### config.mk
export PLATFORM = sky130hd
export DESIGN_NAME = cv32e40p_pool_post_unit
export DESIGN_NICKNAME = d
export VERILOG_FILES = /design/src/rtl/cv32e40p_pkg.sv /design/src/rtl/cv32e40p_sat_add.sv /design/src/rtl/cv32e40p_pool_post_unit.sv
export SDC_FILE = /design/constraint.sdc
export NUM_CORES = 1
export LEC_CHECK = 0
export ABC_AREA = 1
export CAP_MARGIN = 20
export CORE_MARGIN = 3
export CORE_UTILIZATION = 57
export DETAILED_ROUTE_END_ITERATION = 10
export GPL_TIMING_DRIVEN = 0
export PLACE_DENSITY = 0.81
export SYNTH_ARGS = -nofsm -noshare
export SYNTH_HDL_FRONTEND = slang
export SYNTH_SLANG_ARGS = --single-unit
### constraint.sdc
create_clock -name clk -period 5.2 [get_ports clk]
set_input_delay 0.52 -clock clk [delete_from_list [all_inputs] [get_ports clk]]
set_output_delay 0.52 -clock clk [all_outputs]
set_load 0.01 [all_outputs]
### src/rtl/cv32e40p_pkg.sv
// Shared cv32e40p types: pooling reduction modes and pooling engine states.
package cv32e40p_pkg;

  typedef enum logic [1:0] {
    POOL_MAX = 2'b00,
    POOL_AVG = 2'b01,
    POOL_SUM = 2'b10
  } pool_mode_e;

  typedef enum logic [1:0] {
    IDLE  = 2'b00,
    LOAD  = 2'b01,
    POST  = 2'b10,
    WRITE = 2'b11
  } pool_state_e;

endpackage

### src/rtl/cv32e40p_sat_add.sv
// Signed adder of a wide operand and an OUT_W operand, saturated to signed OUT_W.
// Requires IN_W >= OUT_W.
module cv32e40p_sat_add #(
  parameter int IN_W  = 34,
  parameter int OUT_W = 32
) (
  input  logic signed [IN_W-1:0]  a,
  input  logic signed [OUT_W-1:0] b,
  output logic signed [OUT_W-1:0] y
);

  localparam int SUM_W = IN_W + 1;

  logic signed [SUM_W-1:0]   sum;
  logic        [SUM_W-OUT_W:0] top;
  logic                      in_range;

  assign sum = SUM_W'(a) + SUM_W'(b);

  // The sum fits in OUT_W exactly when every bit above the result sign matches it.
  assign top      = sum[SUM_W-1:OUT_W-1];
  assign in_range = (top == '0) || (top == '1);

  always_comb begin
    y = sum[OUT_W-1:0];
    if (!in_range) begin
      y = sum[SUM_W-1] ? {1'b1, {(OUT_W-1){1'b0}}} : {1'b0, {(OUT_W-1){1'b1}}};
    end
  end

endmodule

### src/rtl/cv32e40p_pool_post_unit.sv
// Pooling/post-processing engine: streams one window, reduces (max/avg/sum),
// adds bias with saturation, optional ReLU, and returns one result word.
module cv32e40p_pool_post_unit
  import cv32e40p_pkg::*;
#(
  parameter int DATA_W  = 32,
  parameter int WIN     = 4,
  parameter int LOG_WIN = $clog2(WIN)
) (
  input  logic              clk,
  input  logic              rst_n,
  input  logic              start_i,
  input  logic [1:0]        mode_i,
  input  logic              relu_en_i,
  input  logic [DATA_W-1:0] bias_i,
  input  logic              flush_i,
  output logic              ready_o,
  output logic              busy_o,
  input  logic              rdata_valid_i,
  input  logic [DATA_W-1:0] rdata_i,
  output logic              rdata_ready_o,
  output logic              wdata_valid_o,
  output logic [DATA_W-1:0] wdata_o,
  input  logic              wdata_ready_i,
  output logic              done_o,
  output logic [DATA_W-1:0] result_o
);

  localparam int ACC_W = DATA_W + LOG_WIN;
  localparam int CNT_W = (LOG_WIN > 0) ? LOG_WIN : 1;
  localparam logic [CNT_W-1:0] CNT_LAST = CNT_W'(WIN - 1);

  // Handshakes: a transfer happens on a rising edge where valid && ready are
  // both high; the read side is ready only in LOAD, the write side holds
  // valid and data stable in WRITE until ready is seen.

  pool_state_e state, state_nxt;

  logic [1:0]               mode_q;
  logic                     relu_q;
  logic signed [DATA_W-1:0] bias_q;
  logic signed [ACC_W-1:0]  acc;
  logic [CNT_W-1:0]         cnt;
  logic [DATA_W-1:0]        out_q;

  logic signed [ACC_W-1:0]  d_ext;
  logic signed [ACC_W-1:0]  red;
  logic signed [DATA_W-1:0] sat_out;
  logic [DATA_W-1:0]        post_val;
  logic                     is_max;

  assign d_ext  = ACC_W'($signed(rdata_i));
  // Reserved mode 11 falls through to max.
  assign is_max = (mode_q != POOL_AVG) && (mode_q != POOL_SUM);

  always_comb begin
    state_nxt = state;
    if (flush_i) begin
      state_nxt = IDLE;
    end else begin
      case (state)
        IDLE:    if (start_i) state_nxt = LOAD;
        LOAD:    if (rdata_valid_i && (cnt == CNT_LAST)) state_nxt = POST;
        POST:    state_nxt = WRITE;
        WRITE:   if (wdata_ready_i) state_nxt = IDLE;
        default: state_nxt = IDLE;
      endcase
    end
  end

  // Arithmetic shift floors the average toward minus infinity.
  always_comb begin
    red = acc;
    if (mode_q == POOL_AVG) red = acc >>> LOG_WIN;
  end

  cv32e40p_sat_add #(
    .IN_W  (ACC_W),
    .OUT_W (DATA_W)
  ) u_sat_add (
    .a (red),
    .b (bias_q),
    .y (sat_out)
  );

  assign post_val = (relu_q && sat_out[DATA_W-1]) ? '0 : sat_out;

  always_ff @(posedge clk or negedge rst_n) begin
    if (!rst_n) begin
      state    <= IDLE;
      mode_q   <= '0;
      relu_q   <= 1'b0;
      bias_q   <= '0;
      acc      <= '0;
      cnt      <= '0;
      out_q    <= '0;
      result_o <= '0;
      done_o   <= 1'b0;
    end else begin
      state  <= state_nxt;
      done_o <= (state == WRITE) && wdata_ready_i && !flush_i;
      if (!flush_i) begin
        case (state)
          IDLE: begin
            if (start_i) begin
              mode_q <= mode_i;
              relu_q <= relu_en_i;
              bias_q <= bias_i;
              acc    <= '0;
              cnt    <= '0;
            end
          end
          LOAD: begin
            if (rdata_valid_i) begin
              if (is_max) begin
                acc <= ((cnt == '0) || (d_ext > acc)) ? d_ext : acc;
              end else begin
                acc <= acc + d_ext;
              end
              cnt <= cnt + CNT_W'(1);
            end
          end
          POST:  out_q <= post_val;
          WRITE: if (wdata_ready_i) result_o <= out_q;
          default: ;
        endcase
      end
    end
  end

  assign ready_o       = (state == IDLE);
  assign busy_o        = (state != IDLE);
  assign rdata_ready_o = (state == LOAD);
  assign wdata_valid_o = (state == WRITE);
  assign wdata_o       = (state == WRITE) ? out_q : '0;

endmodule

After elaboration in Yosys (flattened, before gate mapping)
Index checks and enable logic that the tools add are counted.
{"block": "word_totals", "register_bits": 138, "in_bits": 73, "word_cells": 65, "out_inout_bits": 69}
{"block": "op_classes", "mux": 18, "bitwise_logic": 1, "n_lt_le_gt_ge": 1, "add_sub_neg": 3, "n_eq_ne": 14, "reduce_logical": 19}
{"op": "two-way mux 34 bit", "count": 4}
{"op": "two-way mux 32 bit", "count": 4}
{"op": "case mux 34 bit (2 select lines)", "count": 1}
{"op": "adder 34 x 32 -> 35 bit", "count": 1}
{"op": "adder 34 x 32 -> 34 bit", "count": 1}
{"op": "greater-than comparator 32 x 34 -> 1 bit", "count": 1}
{"op": "two-way mux 33 bit", "count": 1}
{"op": "two-way mux 2 bit", "count": 6}
{"op": "!= test 3 x 2 -> 1 bit (second input constant)", "count": 3}
{"op": "AND reduction 3 bit", "count": 3}
{"op": "case mux 2 bit (4 select lines)", "count": 1}
{"op": "== test 2 bit (second input constant)", "count": 3}
{"op": "!= test 2 bit (second input constant)", "count": 3}
{"op": "logical AND 1 bit", "count": 5}
{"op": "AND reduction 5 bit", "count": 1}
{"op": "== test 2 x 1 -> 1 bit (second input constant)", "count": 2}
{"op": "== test 4 bit (second input constant)", "count": 1}
{"op": "zero test 2 bit", "count": 2}
{"op": "zero test 4 bit", "count": 1}
{"op": "case mux 2 bit (2 select lines)", "count": 1}
{"op": "AND reduction 4 bit", "count": 1}
{"op": "nonzero test 2 bit", "count": 2}
{"op": "!= test 3 bit (second input constant)", "count": 1}
{"op": "adder 2 x 1 -> 2 bit (second input constant)", "count": 1}
{"op": "other kinds (5)", "count": 6}

Logic depth before layout (Yosys ltp)
Gate-level depths: netlist of run 1.
{"block": "depth", "word_depth": 8, "depth_mapped": 27, "depth_no_buf": 26}

Hierarchy
A second synthesis of run 1 with hierarchy kept.
{"block": "hier_totals", "hier_cells": 1913, "area_unflattened_um2": 12734.7}
{"mod": "cv32e40p_pool_post_unit", "area_per_inst_um2": 9877.0, "cells_per_inst": 1388, "seq_area_each_um2": 3453.3, "instances": 1}
{"mod": "cv32e40p_sat_add", "area_per_inst_um2": 2857.7, "cells_per_inst": 525, "seq_area_each_um2": 0.0, "instances": 1}

Worst setup path after synthesis of run 1
Ideal clock, no wire load.
{"block": "synth_timing", "path_kind": "reg2reg", "from": "register mode_q[1]", "to": "register out_q[1]", "path_stages_with_launch": 25, "n_path_buf": 1, "required_ps": 5084, "arrival_ps": 2800, "period_less_slack_ps": 2916, "setup_slack_ps": 2284, "setup_ps": 116, "cell_sequence": "dfrtp_1 inv_1 ha_1 inv_1 o21ai_0 ha_1 inv_1 fa_1 inv_1 nand3_1 nand2_1 nand2_1 nand2_1 nand2_1 nand2_2 nand2_2 nand2_1 nand2_1 nand2_1 nand3_1 nand2_2 buf_2 nand3_1 nand2_2 nand2_1"}
{"block": "synth_via", "elab_chain_len": 8, "elab_cells_between_ends": 10, "classes_between": "1 x add/sub; 2 x eq/ne; 4 x mux; 3 x reduce/logical"}
{"element": "from (decl)", "line": "cv32e40p_pool_post_unit.sv:39", "text": "logic [1:0] mode_q;"}
{"element": "from (signal assigned)", "line": "cv32e40p_pool_post_unit.sv:106", "text": "mode_q <= mode_i;"}
{"element": "== test 2 x 1 -> 1 bit (*)", "line": "cv32e40p_pool_post_unit.sv:74", "text": "if (mode_q == POOL_AVG) red = acc >>> LOG_WIN;"}
{"element": "two-way mux 33 bit (*)", "line": "cv32e40p_pool_post_unit.sv:74"}
{"element": "adder 34 x 32 -> 35 bit (*)", "line": "cv32e40p_sat_add.sv:18", "text": "assign sum = SUM_W'(a) + SUM_W'(b);"}
{"element": "== test 4 bit / zero test 4 bit (equally long branches)", "line": "cv32e40p_sat_add.sv:22", "text": "assign in_range = (top == '0) || (top == '1);"}
{"element": "logical OR 1 bit", "line": "cv32e40p_sat_add.sv:22"}
{"element": "two-way mux 32 bit (*)", "line": "cv32e40p_sat_add.sv:26", "text": "if (!in_range) begin"}
{"element": "logical AND 1 bit", "line": "cv32e40p_pool_post_unit.sv:86", "text": "assign post_val = (relu_q && sat_out[DATA_W-1]) ? '0 : sat_out;"}
{"element": "two-way mux 32 bit (*)", "line": "cv32e40p_pool_post_unit.sv:86"}
{"element": "to (signal assigned)", "line": "cv32e40p_pool_post_unit.sv:123", "text": "POST: out_q <= post_val;"}
{"element": "to (decl)", "line": "cv32e40p_pool_post_unit.sv:44", "text": "logic [DATA_W-1:0] out_q;"}
Mark *: on every way between the ends. The rest lies on a longest branch, timed or not.
A chain may end at the register's enable or synchronous reset.

Worst setup path in the final report of run 1
Same ends and word-level chain as after synthesis.

==> flow_summary.yaml, run 1 <==
status:
  status: "finished clean"
power:
  internal_power_mw: 4.13
  p_seq_frac: 0.218
  p_switching_mw: 4.35
  p_comb_frac: 0.634
  pwr-share-clk: 0.148
  p_per_area_mw_per_mm2: 600
  switching_share: 0.513
  peakVddDrop_uv: 332
  p_leak_nw: 7.37
  p_total_mw: 8.47
detailed_routing:
  routed_wl_mm: 36.7
  vias: 11900
  viasPerCell: 5.46
  dr_wl_met2_mm: 18.0
  dr.max_layer_used: "met4"
  drtIter0Drc: 1006
  drtAntennaViolNets: 0
  routed-wl-met3_mm: 2.23
  wl_per_cell_um: 16.8
  drt-pass1-iter-count: 6
  drc_errors: 0
  m1WireLength_mm: 15.3
layout:
  final-seq-area_mm2: 0.00345
  nFillCells: 1626
  drive_above_1_share: 0.0588
  multi_input_area_mm2: 0.00719
  area_delta_synth_final_pct: 20.3
  post-route-cell-area_mm2: 0.0141
  nets: 2094
  postLayoutCoreUtil: 0.711
  antenna_cells: 0
clocking:
  root_buffer: "clkbuf_16"
  cts_setup_buffers: 0
  cts_buffers: 17
  clk_pin_slew_ns: 0.06
  clock_latency_ns: 0.42
  clockBufferDepth: 2
  cts_tree: "built"
  cts_resized: 0
  htree_levels: 4
  cts_sinks: 138
  postCtsHoldBufs: 0
yosys:
  yosys_most_used_dff: "dfrtp_1"
  synth.avg_cell_area_um2: 6.72
  synthArstFlopShare: 1.00
  syn_nets: 1933
  synth_area_mm2: 0.0117
  ys_ff_latch: 138
  ys.warnings.count: 0
  yosys.cell_types.count: 44
  syn_inst: 1747
  synth_edf_count: 0
  yosysSeqAreaShare: 0.294
critical_path:
  cp.required_ns: 5.50
  worst_path_dominant_cell_family: "simple AND/OR/NAND/NOR gates"
  slowest_stage: "fa_1"
  cp_max_fo: 10
  start_kind: "flip-flop"
  cp.arrival_ns: 4.08
  crit_buf_inv: 5
  crit_path_max_incr_delay_ns: 0.41
  critical_path_class: "reg -> reg"
  cp_common_cell: "nand2_1"
  endpoint_kind: "flip-flop"
  crit_chain: "inv_1 -> ha_1 -> inv_1 -> o21ai_0 -> ha_1 -> inv_1 -> fa_1 -> inv_1 -> nand3_1 -> nand2_1 -> nand2_1 -> nand2_1 -> nand2_1 -> nand2_2 -> nand2_2 -> nand2_1 -> nand2_1 -> nand2_1 -> nand3_1 -> nand2_2 -> buf_2 -> nand3_1 -> nand2_2 -> nand2_1"
placed_design:
  gp_congestion: 1.00
  numPortBuffers: 141
  dp_hpwl_mm: 29.5
  postPlaceCellArea_mm2: 0.0135
grt:
  grt_pass1_wl_mm: 57.7
  antenna_found_initial: 0
  gr-total-overflow: 0
  track_usage: 0.327
  grt_max_degree: 89
  grt_pass1_vias: 11400
die:
  dieWidth_um: 150
  dieArea_mm2: 0.0224
  rows: 51
  core_mm2: 0.0198
  die_h_um: 150
  ios: 142
  start_util: 0.591
timing:
  period_minus_slack_ns: 3.78
  fmax_mhz: 264
  min_period_over_period: 0.728
  finalClockSkew_ns: 0.0105
  slew_headroom: 0.443
  rsz0062_at_grt: "no"
  slew_violations: 0
  finalSetupViolCount: 0
  tightestPinTransition_ns: 0.835
  finalHoldViolations: 0
min_path:
  hold_class: "in -> async"
flow_run:
  cap_violations: 0
-- cell usage in the layout, fill, tap and decap left out, types with 19 or more instances in the layout --
cell type / netlist / routed
o21ai_0: 94 / 94
clkdlybuf4s50_1: 0 / 140
clkbuf_1: 30 / 31
a21oi_1: 99 / 99
inv_1: 229 / 229
xnor2_1: 19 / 19
nor2_1: 127 / 127
mux2_2: 33 / 33
nand3_1: 109 / 109
nand2_2: 20 / 20
nand2_1: 593 / 593
dfrtp_1: 138 / 138
xor2_1: 25 / 25
ha_1: 111 / 111
-- state kept, by name (all words and copies together) (netlist names) --
signal and flops:
acc 34, bias_q 32, cnt 2, done_o 1, mode_q 2, out_q 32, relu_q 1, result_o 32
state 2
-- metal layers --
layer | up-vias | global-route usage
met3 | 74 | 0.0345
met2 | 486 | 0.578
met4 | 0 | 0.112
met5 | - | 0
li1 | 5893 | -
met1 | 5484 | 0.418
-- logic make-up (layout without fill, tap and decap cells) --
family,count (synthesis),count (layout),synth area share
AO/OA/AOI/OAI,249,249,0.115
flip-flops,138,138,0.294
XOR/XNOR,44,44,0.0328
buffers and inverters,278,452,0.0936
multiplexers,33,33,0.0317
AND/OR/NAND/NOR,892,892,0.311
adder cells (fa/ha/maj),113,113,0.122
-- Yosys cell counts (all sizes together) (7+ instances only) --
| cell type | number | share of area |
|---|---|---|
| nand2 | 614 | 0.20 |
| inv | 229 | 0.073 |
| dfrtp | 138 | 0.29 |
| nor2 | 129 | 0.042 |
| nand3 | 112 | 0.049 |
| ha | 111 | 0.12 |
| o21ai | 106 | 0.045 |
| a21oi | 99 | 0.042 |
| mux2 | 33 | 0.032 |
| clkbuf | 31 | 0.010 |
| xor2 | 25 | 0.019 |
| xnor2 | 19 | 0.014 |
| buf | 17 | 0.010 |
| nor3 | 16 | 0.0072 |
| o21bai | 13 | 0.0083 |
| nand4 | 9 | 0.0048 |
| a21o | 7 | 0.0045 |
-- power groups by stage --
stage          Combinational [mW]  Clock, mW  Sequential [mW]
2_1_floorplan                3.77          0             1.74
3_3_place_gp                 5.10          0             1.82
3_5_place_dp                 5.21          0             1.84
4_1_cts                      5.28       1.26             1.84
5_1_grt                      5.96       1.31             1.89
6_report                     5.37       1.25             1.85
-- final cells by class --
class / count / share of cell area
tap: 265 / 0.0235
multi-input combinational: 1331 / 0.509
inverter: 230 / 0.0611
timing repair buffer: 142 / 0.102
sequential: 138 / 0.245
clock buffer: 19 / 0.0314
clock inverter: 13 / 0.0118
buffer: 48 / 0.0167
-- through the flow --
| step | worst slack [ns] | hold slack (ns) | TNS [ns] | instances |
|---|---|---|---|---|
| 2_1_floorplan | 2.28 | 0.224 | 0 | 1747 |
| 3_3_place_gp | -1.57 | 0.453 | -214.44 | 2153 |
| 3_5_place_dp | 1.41 | 0.458 | 0 | 2154 |
| 4_1_cts | 1.46 | 0.0434 | 0 | 2186 |
| 5_1_grt | 1.14 | 0.0649 | 0 | 2186 |
| 6_report | 1.42 | 0.0306 | 0 | 2186 |
-- worst paths after layout --
kind                                   from          end  slack, ns  depth (start not counted)
worst max-delay path              mode_q[1]     out_q[1]       1.42                         24
worst min-delay path                  rst_n  result_o[5]       0.03                          1
worst max register to register    mode_q[1]     out_q[1]       1.42                         24
worst min register to register  result_o[5]  result_o[5]       0.47                          2
max in group asynchronous             rst_n      acc[23]       4.37                          2
min in group clk                result_o[5]  result_o[5]       0.47                          2
No activity file was read; power rests on OpenSTA's default activity.
==> inputs of run 2 (changes only) <==
clock period = 3.8 ns   (was 5.2 ns; I/O delays follow)
==> run 2 against run 1 <==
Final cell count is essentially flat. Flip-flop and latch count is the same. Via count is the same. Hold slack gained 0.43 ns. Maximum frequency grew 6.4%. Utilization grew 0.14 points. Total power grew 37%. Critical path type unchanged. Largest cell class unchanged. Largest power group unchanged.
==> flow_summary.yaml, run 2 (same netlist as run 1, synthesis figures left out) <==
die:
  rows: 51
  core_mm2: 0.0198
  ios: 142
  die_h_um: 150
  start_util: 0.591
  dieArea_mm2: 0.0224
  dieWidth_um: 150
timing:
  slew_headroom: 0.450
  whs_ns: 0.461
  fin_setup_tns_ns: 0
  finalClockSkew_ns: 0.0138
  tightestPinTransition_ns: 0.825
  finalSetupViolCount: 0
  slew_violations: 0
  period_minus_slack_ns: 3.56
  finalHoldViolations: 0
  rsz0062_at_grt: "no"
  fmax_mhz: 281
  setup_ws_ns: 0.243
  min_period_over_period: 0.936
placed_design:
  numPortBuffers: 141
  dp_cells: 2154
  postPlaceCellArea_mm2: 0.0135
  gp_congestion: 1.00
  dp_hpwl_mm: 29.5
  dp_slack_ns: 0.127
detailed_routing:
  routed_wl_mm: 36.6
  wl_per_cell_um: 16.7
  drt-pass1-iter-count: 6
  drtIter0Drc: 979
  drc_errors: 0
  vias: 11900
  viasPerCell: 5.46
  drtAntennaViolNets: 0
critical_path:
  reg2reg_to: "out_q[1]"
  critical_path_class: "reg -> reg"
  cp_common_cell: "nand2_1"
  crit_path_max_incr_delay_ns: 0.41
  r2r_setup_slack_ns: 0.24
  cp.required_ns: 4.09
  cp.arrival_ns: 3.85
  r2r-start: "mode_q[1]"
  endpoint_kind: "flip-flop"
  ff2ff_path_depth: 24
  start_kind: "flip-flop"
  slowest_stage: "fa_1"
  crit_chain: "inv_1 -> ha_2 -> inv_2 -> o21ai_1 -> ha_2 -> inv_1 -> fa_1 -> inv_1 -> nand3_1 -> nand2_1 -> nand2_1 -> nand2_1 -> nand2_1 -> nand2_2 -> nand2_2 -> nand2_1 -> nand2_1 -> nand2_1 -> nand3_1 -> nand2_2 -> clkbuf_4 -> nand3_1 -> nand2_2 -> nand2_1"
  cp_max_fo: 10
grt:
  grt_use_met2: 0.578
  grt_use_met1: 0.418
  grt_pass1_vias: 11500
  antenna_found_initial: 0
  grt_busiest_layer: "met2"
  met3_usage: 0.0327
  gr-total-overflow: 0
  grt_max_degree: 89
  grt_pass1_wl_mm: 57.7
  track_usage: 0.327
layout:
  mostFrequentLayoutCell: "nand2_1"
  drive_above_1_share: 0.0635
  mostFrequentLayoutCells: "593 x nand2_1, 228 x inv_1, 140 x clkdlybuf4s50_1"
  antenna_cells: 0
  nets: 2095
  postLayoutCoreUtil: 0.713
  regMostFlops: "acc"
  area_delta_synth_final_pct: 20.5
  fin_cells: 2187
  post-route-cell-area_mm2: 0.0141
  largest_reg_flops: 34
status:
  status: "finished clean"
power:
  p_total_mw: 11.6
  peakVddDrop_uv: 454
  p_leak_nw: 7.39
  p_per_area_mw_per_mm2: 822
flow_run:
  cap_violations: 0
clocking:
  cts_tree: "built"
  htree_levels: 4
  cts_buffers: 17
  clk_pin_slew_ns: 0.06
  clockBufferDepth: 2
  cts_sinks: 138
  root_buffer: "clkbuf_16"
  clock_latency_ns: 0.42
min_path:
  hold_class: "in -> async"
## run 2: layer usage
metal / vias to the layer above / part of all wire
met5: - / 0
met1: 5488 / 0.42
met3: 81 / 0.058
met4: 0 / 0.034
li1: 5894 / -
met2: 474 / 0.49
## run 2: worst max-delay path, delay by kind of cell, from the launching register on
family | cells | cell delay [ns]
adders and majority gates | 3 | 0.89
DFF | 1 | 0.37
buffers and inverters | 5 | 0.57
and+or+nand+nor | 15 | 1.39
AOI/OAI and AO/OA | 1 | 0.21
## run 2: worst max path at each step
stage / to / slack (ns) / startpoint / depth (start not counted)
after floorplan: out_q[1] / 0.88 / mode_q[1] / 24
after global placement: acc[31] / -2.83 / rst_n / 1
after detailed placement: out_q[25] / 0.13 / mode_q[1] / 24
after CTS: out_q[1] / 0.06 / mode_q[1] / 24
after global routing: out_q[23] / 0.007 / mode_q[1] / 24
final: out_q[1] / 0.24 / mode_q[1] / 24
## run 2: area by class of cell
cell class              instances  area (um^2)
clock inverters                13          166
clock buffers                  19          443
flip-flops and latches        138         3450
repair buffers                143         1450
plain buffers                  48          248
fillers                      1623         5700
well taps                     265          332
inverters                     230          863
multi-input cells            1331         7190
## run 2: repair_timing
item,in CTS,in global routing
setup buffers,0,0
resized for setup,0,20
hold buffers,1,0
setup endpoints to repair,0,31
endpoints found under the hold margin,50,0
## run 2: power breakdown
| part | leakage [nW] | total [mW] | internal (mW) | switching, mW |
|---|---|---|---|---|
| registers | 1.78 | 2.53 | 2.02 | 0.509 |
| clock network | 0.290 | 1.72 | 1.06 | 0.663 |
| logic | 5.32 | 7.38 | 2.60 | 4.78 |
| total | 7.39 | 11.6 | 5.68 | 5.95 |
==> inputs of run 3 (changes only) <==
CAP_MARGIN = 10   (was 20)
==> run 3 against run 2 <==
Critical path depth is the same. Hold slack stayed put. Utilization unchanged. Maximum frequency stayed put. Clock power hardly changed. Design area is the same. Final cell count unchanged. Via count stayed put. Non-clock buffer count is the same. Critical endpoint unchanged. Largest cell class unchanged. Largest power group unchanged. Highest routed layer unchanged.
==> flow_summary.yaml, run 3 (same netlist as run 1, synthesis figures left out) <==
clocking:
  root_buffer: "clkbuf_16"
  cts_buffers: 17
  cts_setup_buffers: 0
  clockBufferDepth: 2
  clock_latency_ns: 0.42
  htree_levels: 4
  clk_pin_slew_ns: 0.06
  cts_sinks: 138
  cts_tree: "built"
critical_path:
  critical_path_class: "reg -> reg"
  start_kind: "flip-flop"
  cp_common_cell: "nand2_1"
  crit_path_max_incr_delay_ns: 0.41
  cp.arrival_ns: 3.85
  slowest_stage: "fa_1"
  cp.required_ns: 4.09
  crit_chain: "inv_1 -> ha_2 -> inv_2 -> o21ai_1 -> ha_2 -> inv_1 -> fa_1 -> inv_1 -> nand3_1 -> nand2_1 -> nand2_1 -> nand2_1 -> nand2_1 -> nand2_2 -> nand2_2 -> nand2_1 -> nand2_1 -> nand2_1 -> nand3_1 -> nand2_2 -> clkbuf_4 -> nand3_1 -> nand2_2 -> nand2_1"
  endpoint_kind: "flip-flop"
  cp_max_fo: 10
timing:
  finalSetupViolCount: 0
  min_period_over_period: 0.936
  period_minus_slack_ns: 3.56
  slew_violations: 0
  fmax_mhz: 281
  finalHoldViolations: 0
  finalClockSkew_ns: 0.0138
  rsz0062_at_grt: "no"
  setup_ws_ns: 0.243
  slew_headroom: 0.450
  tightestPinTransition_ns: 0.825
detailed_routing:
  drt-pass1-iter-count: 6
  drtAntennaViolNets: 0
  drtIter0Drc: 979
  viasPerCell: 5.46
  wl_per_cell_um: 16.7
  vias: 11900
  drc_errors: 0
  routed_wl_mm: 36.6
die:
  die_h_um: 150
  core_mm2: 0.0198
  start_util: 0.591
  dieArea_mm2: 0.0224
  rows: 51
  dieWidth_um: 150
  ios: 142
power:
  p_per_area_mw_per_mm2: 822
  peakVddDrop_uv: 454
  p_total_mw: 11.6
  p_leak_nw: 7.39
grt:
  gr-total-overflow: 0
  grt_pass1_wl_mm: 57.7
  antenna_found_initial: 0
  grt_pass1_vias: 11500
  track_usage: 0.327
  grt_max_degree: 89
layout:
  largest_reg_flops: 34
  antenna_cells: 0
  area_delta_synth_final_pct: 20.5
  mostFrequentLayoutCells: "593 x nand2_1, 228 x inv_1, 140 x clkdlybuf4s50_1"
  mostFrequentLayoutCell: "nand2_1"
  fin_cells: 2187
  nets: 2095
  post-route-cell-area_mm2: 0.0141
  regMostFlops: "acc"
  drive_above_1_share: 0.0635
placed_design:
  dp_slack_ns: 0.127
  dp_hpwl_mm: 29.5
  numPortBuffers: 141
  postPlaceCellArea_mm2: 0.0135
  gp_congestion: 1.00
  dp_cells: 2154
status:
  status: "finished clean"
flow_run:
  cap_violations: 0
min_path:
  hold_class: "in -> async"
## run 3: cell counts in the layout (fill, tap and decap cells not counted)
Identical to the previous run, type by type.
## run 3: worst max-delay path: cells and delay by family, from the launching register on
kind            cells  cell delay (ns)
simple gates       15             1.39
fa+ha+maj           3             0.89
buf+inv             5             0.57
flops               1             0.37
compound gates      1             0.21
## run 3: final timing paths
kind	endpoint	depth (start not counted)	slack, ns	from
max in group asynchronous	acc[23]	3	2.55	rst_n
min in group clk	result_o[5]	2	0.47	result_o[5]
hold reg to reg	result_o[5]	2	0.47	result_o[5]
hold / removal	result_o[5]	2	0.46	rst_n
setup / recovery	out_q[1]	24	0.24	mode_q[1]
setup reg to reg	out_q[1]	24	0.24	mode_q[1]
## run 3: area by class of cell
cell class	instances	area, um^2
Buffer	48	248
Clock buffer	19	443
Clock inverter	13	166
Fill cell	1623	5700
Inverter	230	863
Multi-Input combinational cell	1331	7190
Sequential cell	138	3450
Tap cell	265	332
Timing Repair Buffer	143	1450
## run 3: metal layers
metal	vias up	GRT usage	routed length [um]
met5	-	0	0
met4	0	0.115	1230
met3	81	0.0327	2110
met2	474	0.578	18000
met1	5488	0.418	15300
li1	5894	-	-
## run 3: timing repair
item / CTS / global route
hold buffers: 1 / 0
endpoints found under the setup margin: 0 / 31
endpoints found under the hold margin: 50 / 0
gates resized for setup: 0 / 20
## run 3: power breakdown
part           switching, mW  internal (mW)
logic                   4.78           2.60
clock network          0.663           1.06
registers              0.509           2.02
total                   5.95           5.68
## run 3: through the flow
stage                     hold WS, ns  setup TNS, ns  utilization
after floorplan                0.0844              0            -
after global placement          0.453        -388.32        0.679
after detailed placement        0.343              0        0.681
after CTS                       0.472              0        0.712
after global routing            0.483              0        0.713
final                           0.461              0        0.713
